File: src/rtl/filter_pkg.sv
// Shared types and constants for the 3x3 mean-average filter sequencer.
package filter_pkg;

  localparam int unsigned PIX_W = 24;
  localparam int unsigned COL_W = 72;
  localparam int unsigned WIN_W = 216;

  localparam logic [PIX_W-1:0] EDGE_PIXEL = 24'h141414;

  typedef enum logic [2:0] {
    IDLE,
    FILL,
    SETTLE,
    FIRE,
    WAIT,
    OUT
  } ctrl_state_t;

endpackage

File: src/rtl/window_shift_reg.sv
// 3x3 pixel window built from three shifted columns plus the centre column's edge flag.
module window_shift_reg
  import filter_pkg::*;
(
  input  logic             clk,
  input  logic             rst,
  input  logic             shift,
  input  logic             clear,
  input  logic [COL_W-1:0] col_data,
  input  logic             col_edge,
  output logic [WIN_W-1:0] window,
  output logic             centre_edge
);

  logic [COL_W-1:0] col_l, col_c, col_r;
  logic             edge_c, edge_r;

  always_ff @(posedge clk or posedge rst) begin
    if (rst) begin
      col_l  <= '0;
      col_c  <= '0;
      col_r  <= '0;
      edge_c <= 1'b0;
      edge_r <= 1'b0;
    end else if (clear) begin
      col_l  <= '0;
      col_c  <= '0;
      col_r  <= '0;
      edge_c <= 1'b0;
      edge_r <= 1'b0;
    end else if (shift) begin
      col_l  <= col_c;
      col_c  <= col_r;
      col_r  <= col_data;
      edge_c <= edge_r;
      edge_r <= col_edge;
    end
  end

  // Columns hold {top, mid, bottom}; the window is row-major, top-left first.
  always_comb begin
    window = {col_l[71:48], col_c[71:48], col_r[71:48],
              col_l[47:24], col_c[47:24], col_r[47:24],
              col_l[23:0],  col_c[23:0],  col_r[23:0]};
    centre_edge = edge_c;
  end

endmodule

File: src/rtl/filter_window_ctrl.sv
// Sequences column fill, settle, enable strobe and result handoff for mean_average.
module filter_window_ctrl
  import filter_pkg::*;
#(
  parameter int unsigned IMG_W = 320,
  parameter int unsigned IMG_H = 240,
  parameter int unsigned XW    = $clog2(IMG_W),
  parameter int unsigned YW    = $clog2(IMG_H)
) (
  input  logic             clk,
  input  logic             rst,
  input  logic             start,
  input  logic             col_valid,
  input  logic [COL_W-1:0] col_data,
  input  logic             col_edge,
  output logic             col_ready,
  output logic [WIN_W-1:0] ma_pixel_data,
  output logic             ma_is_edge,
  output logic             ma_enable,
  input  logic             ma_done,
  input  logic [PIX_W-1:0] ma_f_pixel,
  output logic             out_valid,
  output logic [PIX_W-1:0] out_pixel,
  output logic [XW-1:0]    out_x,
  output logic [YW-1:0]    out_y,
  input  logic             out_ready,
  output logic             busy,
  output logic             frame_done
);

  // x counts columns accepted in the row and must reach IMG_W, hence one extra bit of range.
  localparam int unsigned CW = $clog2(IMG_W + 1);

  ctrl_state_t   state, state_nx;
  logic [CW-1:0] x;
  logic [YW-1:0] y;
  logic          settle_cnt;
  logic          shift, clear, row_end, frame_end;

  assign row_end   = (x == CW'(IMG_W));
  assign frame_end = (y == YW'(IMG_H - 2));
  assign clear     = ((state == IDLE) && start) ||
                     ((state == OUT) && out_ready && row_end);

  window_shift_reg u_win (
    .clk        (clk),
    .rst        (rst),
    .shift      (shift),
    .clear      (clear),
    .col_data   (col_data),
    .col_edge   (col_edge),
    .window     (ma_pixel_data),
    .centre_edge(ma_is_edge)
  );

  always_comb begin
    state_nx  = state;
    col_ready = 1'b0;
    ma_enable = 1'b0;
    out_valid = 1'b0;
    shift     = 1'b0;
    unique case (state)
      IDLE:   if (start) state_nx = FILL;
      FILL: begin
        col_ready = 1'b1;
        if (col_valid) begin
          shift = 1'b1;
          if (x >= CW'(2)) state_nx = SETTLE;
        end
      end
      SETTLE: if (settle_cnt) state_nx = FIRE;
      FIRE: begin
        ma_enable = 1'b1;
        state_nx  = WAIT;
      end
      WAIT:   if (ma_done) state_nx = OUT;
      OUT: begin
        out_valid = 1'b1;
        if (out_ready) state_nx = (row_end && frame_end) ? IDLE : FILL;
      end
      default: state_nx = IDLE;
    endcase
  end

  always_ff @(posedge clk or posedge rst) begin
    if (rst) begin
      state      <= IDLE;
      x          <= '0;
      y          <= '0;
      settle_cnt <= 1'b0;
      out_pixel  <= '0;
      out_x      <= '0;
      out_y      <= '0;
      busy       <= 1'b0;
      frame_done <= 1'b0;
    end else begin
      state      <= state_nx;
      frame_done <= 1'b0;
      unique case (state)
        IDLE: if (start) begin
          x    <= '0;
          y    <= YW'(1);
          busy <= 1'b1;
        end
        FILL: if (col_valid) begin
          x          <= x + CW'(1);
          settle_cnt <= 1'b0;
        end
        SETTLE: settle_cnt <= 1'b1;
        WAIT: if (ma_done) begin
          out_pixel <= ma_f_pixel;
          out_x     <= XW'(x - CW'(2));
          out_y     <= y;
        end
        OUT: if (out_ready && row_end) begin
          x <= '0;
          if (frame_end) begin
            busy       <= 1'b0;
            frame_done <= 1'b1;
          end else begin
            y <= y + YW'(1);
          end
        end
        default: ;
      endcase
    end
  end

endmodule

File: config.mk
export PLATFORM = sky130hd
export DESIGN_NAME = filter_window_ctrl
export DESIGN_NICKNAME = d
export VERILOG_FILES = /design/src/rtl/filter_pkg.sv /design/src/rtl/window_shift_reg.sv /design/src/rtl/filter_window_ctrl.sv
export SDC_FILE = /design/constraint.sdc
export NUM_CORES = 1
export LEC_CHECK = 0
export BUFFER_PORTS_ARGS = -buffer_cell sky130_fd_sc_hd__buf_2
export CORE_ASPECT_RATIO = 1.75
export CORE_MARGIN = 2
export CORE_UTILIZATION = 40
export DETAILED_ROUTE_END_ITERATION = 8
export PLACE_DENSITY = 0.65
export SYNTH_ARGS = -nofsm -noshare
export SYNTH_HDL_FRONTEND = slang
export SYNTH_SLANG_ARGS = --single-unit
File: constraint.sdc
create_clock -name clk -period 24.8 [get_ports clk]
set_input_delay 4.96 -clock clk [delete_from_list [all_inputs] [get_ports clk]]
set_output_delay 4.96 -clock clk [all_outputs]
set_load 0.02 [all_outputs]
==> flow_summary.toml <==
[status]
status = "complete, no violations"

[worst_hold_path]
hold_depth = 2
hold_path_class = "reg -> reg"

[clock_network]
worstSkewPairLatency_ns = 0.55
cts_root_buf = "clkbuf_16"
cts_setup_buffers = 0
htreeDepth = 1
cts_tree = "done"
holdBufCountCts = 0
numCtsBuffers = 28
cts_buffer_depth = 3
ctsResizeCount = 0
clk_pin_slew_ns = 0.06
cts_sinks = 282

[sta]
relSlewSlack_pct = 18.9
fin_skew_ns = 0.00884
min_period_ns = 6.91
timing.final.crit_share_pct = 27.9
worst_slew_pin_slew_ns = 1.22
tns_ns = 0
rsz0062_at_grt = "false"
finalHoldViolations = 0
fmax_mhz = 145
slew_violations = 0
setup_violations = 0

[final_layout]
nets = 1692
final.fill_count = 2732
drive_above_1_share_pct = 26.8
multiInputGateArea_um2 = 4010
syn_to_final_growth_pct = 26.3
seq_area_um2 = 7060

[routing]
drt_first_iter_violations = 536
drt-vias-per-instance = 4.95
drt-total-wl_um = 32600
post_drt_wl_per_cell_um = 16.5
drc = 0
drtPass1Iterations = 5
vias = 9779
antenna_left = 0

[critical_path]
critPathBufInv = 2
cp_slowest_cell = "nand4bb_4"
crit_family = "simple AND/OR/NAND/NOR gates"
reg2regPathDepth = 5
cp-start-kind = "input port"
worstPathMaxFanout = 86
crit_required_ns = 25.20
cp.arrival_ns = 7.31
cp_num_cells = 6
critPathKind = "in -> reg"
endpoint_kind = "register"
crit_path_cell_trace = "buf_2, nand4bb_4, buf_4, nor4_1, xnor2_1, nor2_1"
crit_path_max_incr_delay_ns = 0.81

[placement]
dp_hpwl_um = 21600
port_buffers = 365
gp_congestion = 0.831

[synth]
syn-num-nets = 1382
synth_edf_count = 0
ys_seq_elements = 282
avgSynthCellArea_um2 = 8.98
synth_cells = 1272
ys_top_cells_by_area = "dfrtp_1 (62%), nand2_1 (18%), a21oi_1 (9.9%)"
synth_flop_cell = "dfrtp_1"
yosys_warnings = 0
async_flop_share_pct = 100
synth_top_area_share_pct = 61.8
synth.largest_area_cell = "dfrtp_1"
synth_area_um2 = 11400
ys_types = 42
ys_seq_area_share_pct = 61.8

[power_and_ir_drop]
peakVddDrop_mv = 0.0815
power.total_uw = 1970
power_leakage_uw = 0.00740
power_density_nw_per_um2 = 136

[grt]
grt_max_degree = 229
grt_overflow_total = 0
antenna_found_initial = 5
first_global_vias = 9393
grtUsageTotal_pct = 21.1
grt_pass1_wl_um = 51000

[die]
io_pins = 366
die-area_um2 = 30000
initial_core_util_pct = 40.7
die_x_um = 132
num_rows = 81
fp.coreArea_um2 = 28100
die_h_um = 228

[flow_run]
maxCapViolCount = 0
## per-layer routing
| layer | wire (um) | vias up | track usage, % |
|---|---|---|---|
| li1 | - | 4728 | - |
| met1 | 12800 | 4626 | 26.4 |
| met2 | 16300 | 345 | 35.6 |
| met3 | 2030 | 74 | 4.05 |
| met4 | 1390 | 6 | 9.99 |
| met5 | 37 | - | 0 |
## final cells by class
| cell class | instances | share of cell area (%) |
|---|---|---|
| Timing Repair Buffer | 373 | 13.2 |
| Clock inverter | 9 | 0.719 |
| Inverter | 9 | 0.286 |
| Tap cell | 373 | 3.23 |
| Antenna cell | 2 | 0.0347 |
| Sequential cell | 282 | 48.9 |
| Multi-Input combinational cell | 888 | 27.8 |
| Clock buffer | 41 | 5.82 |
## Yosys cell counts, types with 2 or more instances
cell	number
a211oi_1	2
a21oi_1	226
buf_6	2
clkbuf_1	89
dfrtp_1	282
ha_1	7
inv_1	9
mux2i_1	2
nand2_1	553
nand2b_1	5
nand3_1	4
nand3b_1	2
nand4_1	5
nor2_1	14
nor3_1	6
nor3b_1	3
nor4_1	4
o211ai_1	2
o21ai_0	14
o31ai_1	5
o41ai_1	2
or3_1	3
or4_1	3
or4_4	2
xnor2_1	8
xor2_1	2
## worst paths after layout
check	startpoint	endpoint	slack (ns)
setup / recovery	col_valid	x[8]	17.89
hold / removal	out_pixel[9]	out_pixel[9]	0.47
setup reg to reg	state[2]	x[8]	21.70
hold reg to reg	out_pixel[9]	out_pixel[9]	0.47
max in group asynchronous	rst	x[0]	18.62
min in group asynchronous	rst	out_pixel[23]	4.64
## flip-flops by register name, indices dropped and copies added, names as in the netlist, 3 cells and up
register     flops
u_win.col_c     72
u_win.col_l     72
u_win.col_r     72
out_pixel       24
out_x            9
x                9
out_y            8
y                8
state            3
## power by group
group	internal (uW)	switching (uW)	leakage [uW]
registers	626	131	0.00378
logic	234	539	0.00316
clock network	255	179	0.000462
total	1120	849	0.00740
## logic make-up after synthesis
family | Yosys count | synth area share (%)
buf+inv | 102 | 3.53
compound gates | 256 | 11.6
flops | 282 | 61.8
xor+xnor | 10 | 0.767
mux | 2 | 0.175
fa+ha+maj | 7 | 0.767
simple gates | 613 | 21.4
## worst register-to-register path, cell delays in order, from the launching register on
cell	delay, ns
dfrtp_1	0.54
nand4bb_4	1.02
buf_4	0.73
nor4_1	0.45
xnor2_1	0.16
nor2_1	0.05
## layout by cell type (no fill, tap or decap), types with 6 or more instances in the layout
cell / instances
nand2_1: 553
buf_2: 365
dfrtp_1: 282
a21oi_1: 226
clkbuf_16: 29
nor2_1: 14
o21ai_0: 14
inv_1: 8
xnor2_1: 8
ha_1: 7
clkbuf_8: 7
buf_4: 6
## per-stage QoR
step | utilization [%] | std cells | instance area (um^2) | setup slack [ns] | hold slack (ns)
floorplan | - | 1272 | 11400 | 12.06 | 0.473
global placement | 48.0 | 1925 | 13500 | 17.22 | 0.453
detailed placement | 48.0 | 1925 | 13500 | 17.28 | 0.457
CTS | 51.4 | 1975 | 14400 | 17.87 | 0.472
global route | 51.4 | 1976 | 14400 | 17.69 | 0.493
finish | 51.4 | 1977 | 14400 | 17.89 | 0.467
No activity file was read; power rests on OpenSTA's default activity.
